==> src/rtl/fir_output_packer.sv <==
// Output stage for fir_filter_symmetric: round/shift, saturate, buffer in a
// show-ahead FIFO and present on valid/ready with a per-frame last marker.
module fir_output_packer #(
    parameter int IN_W      = 18,
    parameter int OUT_W     = 8,
    parameter int SHIFT     = 2,
    parameter int DEPTH     = 4,
    parameter int FRAME_LEN = 16
) (
    input  logic             clk,
    input  logic             rst,
    input  logic [IN_W-1:0]  y_in,
    input  logic             y_valid,
    output logic [OUT_W-1:0] m_data,
    output logic             m_valid,
    input  logic             m_ready,
    output logic             m_last,
    output logic [7:0]       sat_cnt,
    output logic [7:0]       drop_cnt
);

    localparam int PW  = $clog2(DEPTH);
    localparam int FW  = (FRAME_LEN > 1) ? $clog2(FRAME_LEN) : 1;
    localparam int RSH = (SHIFT > 0) ? SHIFT - 1 : 0;
    localparam logic [IN_W:0]  RND   = (SHIFT > 0) ? ((IN_W+1)'(1) << RSH) : '0;
    localparam logic [IN_W:0]  MAXV  = (IN_W+1)'((2 ** OUT_W) - 1);
    localparam logic [PW:0]    FULL  = (PW+1)'(DEPTH);
    localparam logic [FW-1:0]  FLAST = FW'(FRAME_LEN - 1);

    logic [IN_W:0]    rsum;
    logic [IN_W:0]    rsh;
    logic             sat;

    logic             s1_valid;
    logic [OUT_W-1:0] s1_data;

    logic [OUT_W-1:0] mem [DEPTH];
    logic [PW-1:0]    wr_ptr;
    logic [PW-1:0]    rd_ptr;
    logic [PW:0]      occ;
    logic [FW-1:0]    fcnt;

    logic             pop;
    logic             push;
    logic             drop;
    logic [PW-1:0]    rd_next;
    logic [PW:0]      occ_next;
    logic [FW-1:0]    fcnt_next;
    logic [OUT_W-1:0] head_next;

    // Extra top bit keeps the rounding carry of an all-ones input.
    always_comb begin
        rsum = {1'b0, y_in} + RND;
        rsh  = rsum >> SHIFT;
        sat  = (rsh > MAXV);
    end

    always_ff @(posedge clk) begin
        if (!rst) begin
            s1_valid <= 1'b0;
            s1_data  <= '0;
            sat_cnt  <= '0;
        end else begin
            s1_valid <= y_valid;
            s1_data  <= sat ? {OUT_W{1'b1}} : rsh[OUT_W-1:0];
            if (y_valid && sat && (sat_cnt != 8'hFF))
                sat_cnt <= sat_cnt + 8'd1;
        end
    end

    always_comb begin
        pop       = m_valid & m_ready;
        push      = s1_valid & ((occ != FULL) | pop);
        drop      = s1_valid & ~push;
        rd_next   = pop ? rd_ptr + 1'b1 : rd_ptr;
        occ_next  = occ;
        if (push && !pop)
            occ_next = occ + 1'b1;
        else if (pop && !push)
            occ_next = occ - 1'b1;
        fcnt_next = fcnt;
        if (pop)
            fcnt_next = (fcnt == FLAST) ? '0 : fcnt + 1'b1;
        // New head is the incoming sample only when it lands in the slot the
        // read pointer moves to (i.e. the FIFO would otherwise be empty).
        head_next = (push && (wr_ptr == rd_next)) ? s1_data : mem[rd_next];
    end

    always_ff @(posedge clk) begin
        if (push)
            mem[wr_ptr] <= s1_data;
    end

    always_ff @(posedge clk) begin
        if (!rst) begin
            wr_ptr   <= '0;
            rd_ptr   <= '0;
            occ      <= '0;
            fcnt     <= '0;
            m_valid  <= 1'b0;
            m_last   <= 1'b0;
            m_data   <= '0;
            drop_cnt <= '0;
        end else begin
            if (push)
                wr_ptr <= wr_ptr + 1'b1;
            rd_ptr  <= rd_next;
            occ     <= occ_next;
            fcnt    <= fcnt_next;
            m_valid <= (occ_next != '0);
            m_last  <= (occ_next != '0) && (fcnt_next == FLAST);
            m_data  <= head_next;
            if (drop && (drop_cnt != 8'hFF))
                drop_cnt <= drop_cnt + 8'd1;
        end
    end

endmodule

==> config.mk <==
export PLATFORM = sky130hd
export DESIGN_NAME = fir_output_packer
export DESIGN_NICKNAME = d
export VERILOG_FILES = /design/src/rtl/fir_output_packer.sv
export SDC_FILE = /design/constraint.sdc
export NUM_CORES = 1
export LEC_CHECK = 0
export CORE_MARGIN = 2
export CORE_UTILIZATION = 50
export DETAILED_ROUTE_END_ITERATION = 10
export PLACE_DENSITY = 0.83
export SYNTH_ARGS = -nofsm -noshare
export SYNTH_HDL_FRONTEND = slang
export SYNTH_SLANG_ARGS = --single-unit
export TNS_END_PERCENT = 1
==> constraint.sdc <==
create_clock -name clk -period 2.7 [get_ports clk]
set_input_delay 0.54 -clock clk [delete_from_list [all_inputs] [get_ports clk]]
set_output_delay 0.54 -clock clk [all_outputs]
set_load 0.01 [all_outputs]
==> flow_summary.json, run 1 <==
{
  "grt_overflow": 0,
  "layout-drive-gt1-share_pct": 13.4,
  "grt_pass1_vias": 2436,
  "antenna_found_initial": 0,
  "p_per_area_nw_per_um2": 706,
  "cts-root-buf": "clkbuf_8",
  "leakage_nw": 1.62,
  "initial_core_util_pct": 51.7,
  "boundaryPins": 48,
  "cp-end-kind": "flop",
  "synth_xor_xnor_area_share_pct": 5.39,
  "finalCritPeriodShare_pct": 90.6,
  "p_switching_mw": 0.782,
  "synth.largest_area_cell": "edfxtp_1",
  "synthArstFlopShare_pct": 0,
  "yosys-mux-area-fraction_pct": 9.00,
  "placement_rows": 30,
  "crit_chain": "clkdlybuf4s50_1, and2_1, xnor2_2, mux4_1, mux2i_1, nor2_1",
  "n_antenna_cell": 0,
  "place_area_um2": 4170,
  "post_cts_resized": 0,
  "worstPathArrival_ns": 2.69,
  "cts_setup_buffers": 0,
  "synth_ff_type": "dfxtp_1",
  "cts_hold_buf": 0,
  "relSlewSlack_pct": 43.2,
  "numCtsBuffers": 9,
  "crit_fanout": 10,
  "fin_util_pct": 65.0,
  "wl_mm": 6.81,
  "die_h_um": 88.0,
  "cts_tree": "done",
  "dp_slack_ns": -0.170,
  "yosysSeqAreaShare_pct": 53.3,
  "track_usage_pct": 18.7,
  "min_period_ns": 2.45,
  "design.die.area_um2": 7750,
  "maxSlewViolCount": 0,
  "yosysUniqueCellTypes": 47,
  "synthTopCellsByArea": "edfxtp_1 27%, dfxtp_1 26%, ha_1 3.9%",
  "cap_violations": 0,
  "fmax_mhz": 409,
  "syn_area_um2": 3530,
  "dp.cells": 454,
  "dp_hpwl_mm": 4.73,
  "synth_top_family_by_area": "simple AND/OR/NAND/NOR gates",
  "nets": 402,
  "synth_edf_count": 32,
  "grt_setup_unrepaired": "no",
  "avgViaCountPerCell": 5.36,
  "core_area_um2": 6830,
  "routed-wl-met2_mm": 3.48,
  "pwr-share-seq_pct": 43.7,
  "peakVddDrop_uv": 378,
  "combPwrFrac_pct": 19.8,
  "die_w_um": 88.0,
  "final_area_um2": 4440,
  "wl_met1_mm": 2.97,
  "finalClockSkew_ns": 0.0115,
  "h-tree-depth": 3,
  "wl_met3_um": 226,
  "routabilityCongestion": 0.794,
  "cp-start-kind": "input port",
  "syn_area_per_cell_um2": 11.5,
  "synth_top_area_share_pct": 27.2,
  "fin_setup_tns_ns": 0,
  "whs_ns": 0.489,
  "cts_buffer_depth": 2,
  "dr.first_iter.drc_count": 61,
  "synth_compound_area_share_pct": 9.85,
  "wire_per_inst_um": 14.5,
  "syn_nets": 339,
  "final_cells": 470,
  "grt_pass1_wl_mm": 11.0,
  "criticalPathCategory": "in2reg",
  "numClockSinks": 78,
  "required_ns": 2.94,
  "hold_class": "reg2reg",
  "status": "finished, final reports clean",
  "setup_viol": 0,
  "cpPeakStageDelay_ns": 0.66,
  "fin_ws_ns": 0.255,
  "p_int_mw": 2.35,
  "power_mw": 3.14,
  "num_vias": 2521,
  "ys_seq_elements": 78,
  "p_sw_share_pct": 24.9,
  "cp_slowest_cell": "xnor2_2",
  "yosysWarnings": 0,
  "ant_nets": 0,
  "highest_layer": "met4",
  "synthSimpleGateAreaFrac_pct": 16.3,
  "portBuffers": 46,
  "power_frac_clock_pct": 36.5,
  "clkTransAtPathRegs_ns": 0.08,
  "clk_latency_ns": 0.35,
  "synthCells": 306,
  "route.detailed.drc": 0,
  "hold_violations": 0,
  "dr.pass1.iters": 4,
  "worst_pin_slew_ns": 0.847,
  "synthAdderAreaFrac_pct": 3.90,
  "area_delta_synth_final_pct": 25.8,
  "grt_max_degree": 20
}
[path summary, 6_finish.rpt]
kind,startpoint,endpoint,slack (ns),cells past startpoint
max,m_ready,m_data[7],0.25,6
min,sat_cnt[5],sat_cnt[5],0.49,2
max reg2reg,m_valid,m_data[7],0.54,5
min reg2reg,sat_cnt[5],sat_cnt[5],0.49,2
[sequential cells by signal, indices dropped and copies added, names as in the netlist]
| signal | count |
|---|---|
| occ | 3 |
| s1_data | 8 |
| drop_cnt | 8 |
| sat_cnt | 8 |
| wr_ptr | 2 |
| m_valid | 1 |
| rd_ptr | 2 |
| m_last | 1 |
| mem | 32 |
| s1_valid | 1 |
| m_data | 8 |
| fcnt | 4 |
[cell type report]
class	count	area [um^2]
Fill cell	546	2390
Clock inverter	7	145
Tap cell	96	120
Timing Repair Buffer	61	573
Clock buffer	9	124
Sequential cell	78	1880
Inverter	8	30.0
Multi-Input combinational cell	211	1570
[synth_stat cells (3+ instances only)]
cell type  instances
dfxtp_1           46
xnor2_1           10
nand3_1           11
and2_1             7
ha_1              11
nor4_1             3
and3_1             3
o21ai_0           11
nand2b_1           3
inv_1              8
mux4_2             6
a311oi_1           4
xor2_1             8
edfxtp_1          32
a211oi_1           5
clkbuf_1           6
nand2_1           24
nor2_1            31
a21oi_1           16
mux2i_1           13
nand4_1            4
or3_1              8
[cells in the final DEF (no fill, tap or decap), types with 2 or more instances in the layout]
cell type / count
or3_1: 8
nor4_2: 2
o21a_1: 2
edfxtp_1: 32
nand3b_1: 2
a21oi_1: 16
o31ai_1: 2
o21ai_0: 11
mux4_2: 6
buf_4: 15
nand2b_1: 3
nor2_1: 31
ha_1: 11
a211oi_1: 5
nand2_1: 24
o31a_1: 2
a311oi_1: 4
xor2_1: 8
and3_1: 3
o2111a_1: 2
clkbuf_8: 9
xnor2_1: 10
nor4_1: 3
nand3_2: 2
mux4_1: 2
clkdlybuf4s50_1: 46
inv_1: 8
or4_1: 2
bufinv_16: 4
and2_1: 7
nand3_1: 11
mux2i_1: 13
nor3_1: 2
nand4_1: 4
dfxtp_1: 46
[logic make-up (layout without fill, tap and decap cells)]
family | Yosys count | count (layout)
and+or+nand+nor | 108 | 108
DFF | 78 | 78
AOI/OAI and AO/OA | 51 | 51
muxes | 21 | 21
xor gates and xnor gates | 20 | 20
buffers and inverters | 17 | 85
adders and majority gates | 11 | 11
[worst max-delay path, delay by kind of cell]
kind,cells,cell delay (ns)
XOR/XNOR,1,0.66
multiplexers,2,0.80
AND/OR/NAND/NOR,2,0.24
buffers and inverters,1,0.43
[power groups by stage]
| stage | sequential, mW | combinational (mW) | clock (mW) |
|---|---|---|---|
| after global placement | 1.39 | 0.603 | 0 |
| after global routing | 1.38 | 0.685 | 1.22 |
| after CTS | 1.37 | 0.631 | 1.16 |
| after floorplan | 1.41 | 0.395 | 0 |
| final | 1.37 | 0.621 | 1.14 |
| after detailed placement | 1.40 | 0.625 | 0 |
[layer usage]
metal,vias up,GRT usage [%]
li1,1255,-
met2,55,32.5
met4,0,8.13
met5,-,0
met1,1200,22.5
met3,11,4.15
No activity file was read; power rests on OpenSTA's default activity.
==> run 2: changes to the inputs <==
--- a/config.mk
+++ b/config.mk
@@ -5,10 +5,12 @@
 export SDC_FILE = /design/constraint.sdc
 export NUM_CORES = 1
 export LEC_CHECK = 0
-export CORE_MARGIN = 2
+export CORE_MARGIN = 4
 export CORE_UTILIZATION = 50
+export CTS_CLUSTER_SIZE = 16
 export DETAILED_ROUTE_END_ITERATION = 10
 export PLACE_DENSITY = 0.83
+export SLEW_MARGIN = 5
 export SYNTH_ARGS = -nofsm -noshare
 export SYNTH_HDL_FRONTEND = slang
 export SYNTH_SLANG_ARGS = --single-unit
==> run 2 against run 1 <==
Net effect: sequential share of layout area rose by 1.2 points; wire length down 2.8%; utilization is 1.7 points lower; non-clock buffer count is 1 lower; count of clock-buffer cells in the layout increased by 4; power decreased by 13%; die area up 9.3%; largest power group unchanged.
==> flow_summary.json, run 2 (same netlist as run 1, synthesis figures left out) <==
{
  "wl_mm": 6.62,
  "reg2reg_from": "m_valid",
  "die_h_um": 92.0,
  "cts-root-buf": "clkbuf_8",
  "min_to": "sat_cnt[5]",
  "layout-drive-gt1-share_pct": 12.1,
  "n_antenna_cell": 0,
  "layout_common_cells": "46 x dfxtp_1, 46 x clkdlybuf4s50_1, 32 x edfxtp_1, 31 x nor2_1, 24 x nand2_1",
  "wl_met1_mm": 3.08,
  "portBuffers": 46,
  "placement_rows": 30,
  "fin_util_pct": 63.3,
  "peakVddDrop_uv": 252,
  "dp_hpwl_mm": 4.69,
  "min-delay-start": "sat_cnt[5]",
  "numCtsBuffers": 9,
  "hold_class": "reg2reg",
  "cp-start-kind": "input port",
  "largest_reg_flops": 32,
  "cts_buffer_depth": 2,
  "cp-end-kind": "flop",
  "core_area_um2": 6830,
  "reg2reg_slack_ns": 0.53,
  "cts_setup_buffers": 0,
  "top_register": "mem",
  "ant_nets": 0,
  "regArea_um2": 1880,
  "fillCellCount": 553,
  "worstPathArrival_ns": 2.69,
  "grt_max_degree": 25,
  "fin_ws_ns": 0.238,
  "cts_hold_buf": 0,
  "wire_per_inst_um": 14.1,
  "numClockSinks": 78,
  "whs_path_depth": 2,
  "wl_met3_um": 255,
  "grt_setup_unrepaired": "no",
  "die_w_um": 92.0,
  "maxSlewViolCount": 0,
  "ff2ff_path_depth": 5,
  "h-tree-depth": 3,
  "leakage_nw": 1.56,
  "worstReg2RegEnd": "m_data[7]",
  "cts_tree": "done",
  "setup_viol": 0,
  "grt_pass1_wl_mm": 11.5,
  "fmax_mhz": 406,
  "dr.first_iter.drc_count": 83,
  "initial_core_util_pct": 51.7,
  "route.detailed.drc": 0,
  "clk_latency_ns": 0.34,
  "cap_violations": 0,
  "grt_pass1_vias": 2538,
  "worst_pin_slew_ns": 0.830,
  "finalCritPeriodShare_pct": 91.2,
  "boundaryPins": 48,
  "criticalPathCategory": "in2reg",
  "dr.pass1.iters": 4,
  "post_cts_resized": 0,
  "track_usage_pct": 17.0,
  "multi_input_area_um2": 1570,
  "dp_slack_ns": -0.153,
  "finalClockSkew_ns": 0.0103,
  "nets": 401,
  "crit_fanout": 10,
  "area_delta_synth_final_pct": 22.5,
  "design.die.area_um2": 8470,
  "num_vias": 2469,
  "p_per_area_nw_per_um2": 629,
  "hold_violations": 0,
  "status": "finished, final reports clean",
  "grt_overflow": 0,
  "antenna_found_initial": 0,
  "required_ns": 2.93,
  "min_period_ns": 2.46,
  "clkTransAtPathRegs_ns": 0.08,
  "routabilityCongestion": 0.800,
  "routed-wl-met2_mm": 3.21,
  "relSlewSlack_pct": 44.4,
  "highest_layer": "met4",
  "avgViaCountPerCell": 5.26
}
## run 2: cell count changes in the layout (fill, tap and decap cells not counted)
cell and delta:
buf_4 -1, bufinv_16 -4, clkbuf_1 +4, clkinv_4 -1, inv_4 +2, inv_6 -1
## run 2: area by class of cell
type / count / area share [%]
Sequential cell: 78 / 43.5
Multi-Input combinational cell: 211 / 36.3
Timing Repair Buffer: 60 / 13.1
Clock buffer: 13 / 3.21
Tap cell: 96 / 2.78
Inverter: 8 / 0.694
Clock inverter: 3 / 0.463
## run 2: where the power goes
group,internal [mW],total [mW],leakage [nW],switching [mW]
sequential,1.31,1.37,0.669,0.0555
combinational,0.327,0.618,0.812,0.291
clock,0.337,0.733,0.0785,0.396
total,1.98,2.72,1.56,0.743
## run 2: worst max path at each step
| stage | start | endpoint | slack [ns] | depth (start not counted) |
|---|---|---|---|---|
| floorplan | m_ready | m_data[0] | 0.49 | 6 |
| global route | m_ready | m_data[0] | 0.08 | 6 |
| detailed placement | m_ready | m_data[7] | -0.15 | 6 |
| CTS | m_ready | m_data[7] | 0.21 | 6 |
| global placement | m_ready | m_data[7] | -0.10 | 6 |
| finish | m_ready | m_data[7] | 0.24 | 6 |
## run 2: metal layers
layer	vias up	track usage (%)
met1	1168	21.5
li1	1248	-
met2	46	28.2
met5	-	0
met3	7	3.69
met4	0	6.81
## run 2: stage by stage
step                      instance area (um^2)  setup TNS, ns  power, mW  hold WS, ns  instances
final                                     4320              0       2.72        0.487        469
after global routing                      4320              0       2.88        0.508        469
after CTS                                 4320              0       2.75        0.490        469
after detailed placement                  4170          -1.43       2.02        0.473        453
after global placement                    4170         -0.557       2.00        0.471        453
after floorplan                           3530              0       1.80        0.455        306
## run 2: worst max-delay path, stage by stage
cell and delay [ns]:
clkdlybuf4s50_1 0.42, and2_1 0.19, xnor2_2 0.66, mux4_1 0.65, mux2i_1 0.17, nor2_1 0.06
==> run 3: changes to the inputs <==
==> constraint.sdc (replaced) <==
create_clock -name clk -period 2.75 [get_ports clk]
set_input_delay 0.55 -clock clk [delete_from_list [all_inputs] [get_ports clk]]
set_output_delay 0.55 -clock clk [all_outputs]
set_load 0.01 [all_outputs]
==> run 3 against run 2 <==
Net effect: worst hold slack gained 0.0079 ns; worst setup slack gained 0.044 ns; register-to-register slack improved by 0.06 ns; sequential share of layout area unchanged; final cell count down 0.43%; critical path type unchanged; largest cell class unchanged; largest power group unchanged; highest routed layer unchanged.
==> flow_summary.json, run 3 (same netlist as run 1, synthesis figures left out) <==
{
  "finalCritPeriodShare_pct": 89.7,
  "antenna_found_initial": 0,
  "boundaryPins": 48,
  "cts_hold_buf": 0,
  "cp_top_family": "multiplexers",
  "maxSlewViolCount": 0,
  "h-tree-depth": 3,
  "ant_nets": 0,
  "critPathBufInv": 1,
  "clkTransAtPathRegs_ns": 0.08,
  "fmax_mhz": 405,
  "whs_ns": 0.494,
  "dr.first_iter.drc_count": 111,
  "cp-end-kind": "flop",
  "wl_mm": 6.69,
  "cp-start-kind": "input port",
  "layout-drive-gt1-share_pct": 12.4,
  "n_antenna_cell": 0,
  "dp.cells": 451,
  "grt_setup_unrepaired": "no",
  "dp_hpwl_mm": 4.78,
  "layout_common_cells": "46 x dfxtp_1, 46 x clkdlybuf4s50_1, 32 x edfxtp_1, 31 x nor2_1, 24 x nand2_1",
  "dr.pass1.iters": 4,
  "initial_core_util_pct": 51.7,
  "min_period_ns": 2.47,
  "numClockSinks": 78,
  "num_vias": 2488,
  "placement_rows": 30,
  "place_area_um2": 4150,
  "grt_max_degree": 21,
  "finalClockSkew_ns": 0.0127,
  "largest_reg_flops": 32,
  "cap_violations": 0,
  "cp_slowest_cell": "xnor2_2",
  "track_usage_pct": 17.1,
  "grt_pass1_vias": 2585,
  "crit_chain": "clkdlybuf4s50_1, and2_1, xnor2_2, mux4_1, mux2i_1, nor2_1",
  "post_cts_resized": 0,
  "top_register": "mem",
  "worstPathArrival_ns": 2.70,
  "die_w_um": 92.0,
  "hold_class": "reg2reg",
  "crit_fanout": 10,
  "route.detailed.drc": 0,
  "p_per_area_nw_per_um2": 625,
  "cts_tree": "done",
  "core_area_um2": 6830,
  "wire_per_inst_um": 14.3,
  "required_ns": 2.98,
  "grt_overflow": 0,
  "avgViaCountPerCell": 5.33,
  "fin_setup_tns_ns": 0,
  "hold_violations": 0,
  "fillCellCount": 552,
  "worst_pin_slew_ns": 0.865,
  "final_cells": 467,
  "leakage_nw": 1.55,
  "dp_slack_ns": -0.113,
  "status": "finished, final reports clean",
  "criticalPathCategory": "in2reg",
  "numCtsBuffers": 9,
  "fin_ws_ns": 0.283,
  "portBuffers": 46,
  "design.die.area_um2": 8470,
  "area_delta_synth_final_pct": 22.5,
  "nets": 399,
  "fin_util_pct": 63.3,
  "die_h_um": 92.0,
  "cpPeakStageDelay_ns": 0.68,
  "setup_viol": 0,
  "cts_buffer_depth": 2,
  "reg2reg_slack_ns": 0.59,
  "grt_pass1_wl_mm": 11.7,
  "clk_latency_ns": 0.35,
  "routabilityCongestion": 0.797,
  "final_area_um2": 4320,
  "cts-root-buf": "clkbuf_8",
  "peakVddDrop_uv": 333,
  "cts_setup_buffers": 0,
  "power_mw": 2.70,
  "relSlewSlack_pct": 42.1
}
[run 3: changes by cell type in the layout (fill, tap and decap cells not counted)]
cell	previous run	this run
clkbuf_1	4	0
buf_4	14	12
clkinv_4	0	2
inv_4	2	0
clkinv_1	0	1
clkinv_2	0	1
clkinvlp_4	1	2
inv_6	0	1
[run 3: worst paths after layout]
check        startpoint          to  depth (start not counted)
max             m_ready   m_data[7]                          6
min          sat_cnt[5]  sat_cnt[5]                          2
max reg2reg     m_valid   m_data[7]                          5
min reg2reg  sat_cnt[5]  sat_cnt[5]                          2
[run 3: area by class of cell]
| type | count | area [um^2] | area share, % |
|---|---|---|---|
| sequential | 78 | 1880 | 43.5 |
| multi-input combinational | 211 | 1570 | 36.3 |
| timing repair buffer | 58 | 551 | 12.7 |
| clock buffer | 9 | 124 | 2.86 |
| tap | 96 | 120 | 2.78 |
| clock inverter | 7 | 50.0 | 1.16 |
| inverter | 8 | 30.0 | 0.694 |
[run 3: worst reg2reg max path, stage by stage, from the launching register on]
cell and delay (ns):
dfxtp_1 0.33, and2_1 0.20, xnor2_2 0.68, mux4_1 0.64, mux2i_1 0.14, nor2_1 0.06
[run 3: report_power, final]
group          internal [mW]  switching, mW  total [mW]
combinational          0.319          0.287       0.607
clock                  0.329          0.423       0.752
sequential              1.29         0.0541        1.34
total                   1.94          0.764        2.70
[run 3: layer usage]
layer | vias to the layer above | track usage, % | share of wire (%)
met1 | 1169 | 20.8 | 45
li1 | 1246 | - | -
met5 | - | 0 | 0
met2 | 61 | 29.5 | 49
met3 | 12 | 3.69 | 4.0
met4 | 0 | 6.56 | 1.8
==> edit, RTL diff (config.mk and constraints of run 1) <==
Register the output `sat_cnt` once more, with the module's reset; this adds one clock of latency there. The other outputs are not delayed to match.
--- a/src/rtl/fir_output_packer.sv
+++ b/src/rtl/fir_output_packer.sv
@@ -26,6 +26,8 @@
     localparam logic [IN_W:0]  MAXV  = (IN_W+1)'((2 ** OUT_W) - 1);
     localparam logic [PW:0]    FULL  = (PW+1)'(DEPTH);
     localparam logic [FW-1:0]  FLAST = FW'(FRAME_LEN - 1);
+
+    logic [7:0] sat_cnt_s0;
 
     logic [IN_W:0]    rsum;
     logic [IN_W:0]    rsh;
@@ -59,12 +61,12 @@
         if (!rst) begin
             s1_valid <= 1'b0;
             s1_data  <= '0;
-            sat_cnt  <= '0;
+            sat_cnt_s0 <= '0;
         end else begin
             s1_valid <= y_valid;
             s1_data  <= sat ? {OUT_W{1'b1}} : rsh[OUT_W-1:0];
-            if (y_valid && sat && (sat_cnt != 8'hFF))
-                sat_cnt <= sat_cnt + 8'd1;
+            if (y_valid && sat && (sat_cnt_s0 != 8'hFF))
+                sat_cnt_s0 <= sat_cnt_s0 + 8'd1;
         end
     end
 
@@ -115,5 +117,13 @@
         end
     end
 
+    always_ff @(posedge clk) begin
+        if (!rst) begin
+            sat_cnt <= '0;
+        end else begin
+            sat_cnt <= sat_cnt_s0;
+        end
+    end
+
 endmodule
 
Check against the original RTL: not equivalent (Yosys sat finds a counterexample within 4 cycles, from zero or initial values and one cycle with rst low).
==> edit against run 1 <==
  * Utilization is 1.2 points higher
  * Sequential power grew 9%
  * Combinational power up 8.4%
  * Total power hardly changed
  * Critical path type unchanged
  * Routed wire length is 6.3% higher
  * Sequential share of layout area decreased by 0.086 points
  * Sequential cell count grew 8
  * Synthesized area grew 7.5%
  * Hold slack better by 0.0064 ns
  * Design area up 8.7%
  * Worst setup slack worse by 0.11 ns
  * Largest power group unchanged
==> edit: results (changes against run 1) <==
Placement
The global placement routability congestion is 0.847 (+6.6%). The placed instance count came to 490 (+7.9%). The half-perimeter wire length of the detailed placement result is 5.16 mm (+9.0%).

Final layout
The count of non-CTS buffers in the layout is 82 (+34%). The number of filler cells placed in the layout is 601 (+10%). The total inserted antenna cells is 0 (unchanged). The clock buffer count in the final layout is 10 (+1). The clock-cell share of area is 4.40% (-1.7 points). The proportion of layout cells with a drive suffix above 1 is 17.8% (+4.5 points). The inverter count is 7 (-1). The count of multi-input combinational gates is 218 (+3.3%). The final net count was 437 (+8.7%). The total area of multi-input combinational cells came to 1690 µm² (+7.7%). The relative area of non-clock buffer cells in the final design was 15.2% (+2.3 points). The flip-flop and latch area is 2040 µm² (+8.5%).

Detailed routing
The routed length per placed instance was 14.2 µm (-1.6%). The routed wire length is 7.24 mm (+6.3%). The DRC violation count after routing is 0 (unchanged). The vias after detailed routing is 2,672 (+6.0%). The number of violations reported at the end of detailed-routing iteration 0 is 99 (+62%).

GRT
The global-route total usage across every layer is 18.9% (+0.13 points). The largest net degree at the start of global routing came to 35 (+75%). The first-pass GRT wire length is 12.3 mm (+12%).

Synthesis
In the post-synthesis netlist, the biggest area contributors are dfxtp_1 (28%), edfxtp_1 (25%), mux4_2 (4.7%). The number of nets produced by synthesis came to 354 (+4.4%). The number of flops mapped to enable cells by yosys is 32 (unchanged).

The mean post-synth cell area is 11.8 µm² (+2.5%). The portion of the post-synthesis area used by sequential elements is 53.8% (+0.49 points). The count of cell types in the netlist is 52 (+11%).

The commonest cells after synthesis are dfxtp_1 (54), edfxtp_1 (32), and2_1 (26).

Worst setup path
The signal arrival time at the worst endpoint is 2.80 ns (+0.11 ns). The register-to-register path setup slack is 0.52 ns (-0.02 ns). The cell family contributing the most delay on the critical path is simple AND/OR/NAND/NOR gates. The largest driver fanout on the critical path came to 5 (-5).

Tracing the worst setup path back leads to its startpoint at y_in[8]. The longest individual stage delay on the worst path is 0.51 ns (-0.15 ns).

Min path
The worst min-delay path startpoint is fcnt[3].

Timing
The share of the clock period used by the worst path after layout is 94.5% (+4.0 points). The post-route clock skew came to 0.0117 ns (+0.000162 ns). The slew at the pin with the worst max-slew slack came to 0.894 ns (+0.0472 ns).

Power and ir drop
The maximum vdd ir drop is 342 µV (-9.4%). The static leakage is 1.92 nW (+19%).

Clock network
The count of H-tree levels built during CTS is 3 (unchanged). The TritonCTS sink count is 86 (+10%). The cell sitting at the root of the clock tree is a clkbuf_8.

Run status
The flow ran to the end, and the final reports show no timing, DRC or antenna violations.
## edit: changes by cell type in the layout (fill, tap and decap cells not counted), moves of 4 or more
cell / run 1 / this run
nor2b_1: 0 / 18
buf_4: 15 / 36
nor2_1: 31 / 5
or3_1: 8 / 4
a21oi_1: 16 / 4
a21boi_0: 0 / 11
dfxtp_1: 46 / 54
a211oi_1: 5 / 1
mux2_1: 0 / 4
and2_1: 7 / 26
## edit: where the power goes
part	switching, mW	total [mW]	internal (mW)	leakage [nW]
Combinational	0.308	0.673	0.365	1.08
Sequential	0.0514	1.49	1.44	0.733
Clock	0.456	0.976	0.520	0.104
Total	0.815	3.14	2.32	1.92
## edit: metrics by stage
step | setup TNS [ns] | hold slack [ns] | cell area [µm²]
2_1_floorplan | 0 | 0.456 | 3790
3_3_place_gp | -4.01 | 0.469 | 4590
3_5_place_dp | -4.99 | 0.480 | 4590
4_1_cts | 0 | 0.495 | 4800
5_1_grt | 0 | 0.519 | 4830
6_report | 0 | 0.496 | 4830
## edit: routing by layer
layer  vias up  track usage (%)  wire [µm]
met4         0             7.32        131
li1       1328                -          -
met5         -                0          0
met2        74             32.0       3580
met3        10             4.32        320
met1      1260             23.4       3200
## edit: timing repair
item,in CTS,in global routing
gates resized for setup,0,6
setup endpoints to repair,0,9
hold buffers,0,0
endpoints found under the hold margin,0,0
buffers inserted,0,2
## edit: final timing paths
path,to,cells after the start
max,sat_cnt_s0[3],8
max reg2reg,m_data[2],6
min,m_last,1
min reg2reg,m_last,1
## edit: logic make-up after synthesis
group,after synthesis,synth area share [%]
simple gates,118,18.4
compound gates,46,8.18
buf+inv,17,1.91
fa+ha+maj,11,3.63
xor+xnor,19,4.78
flops,86,53.8
mux,24,9.26
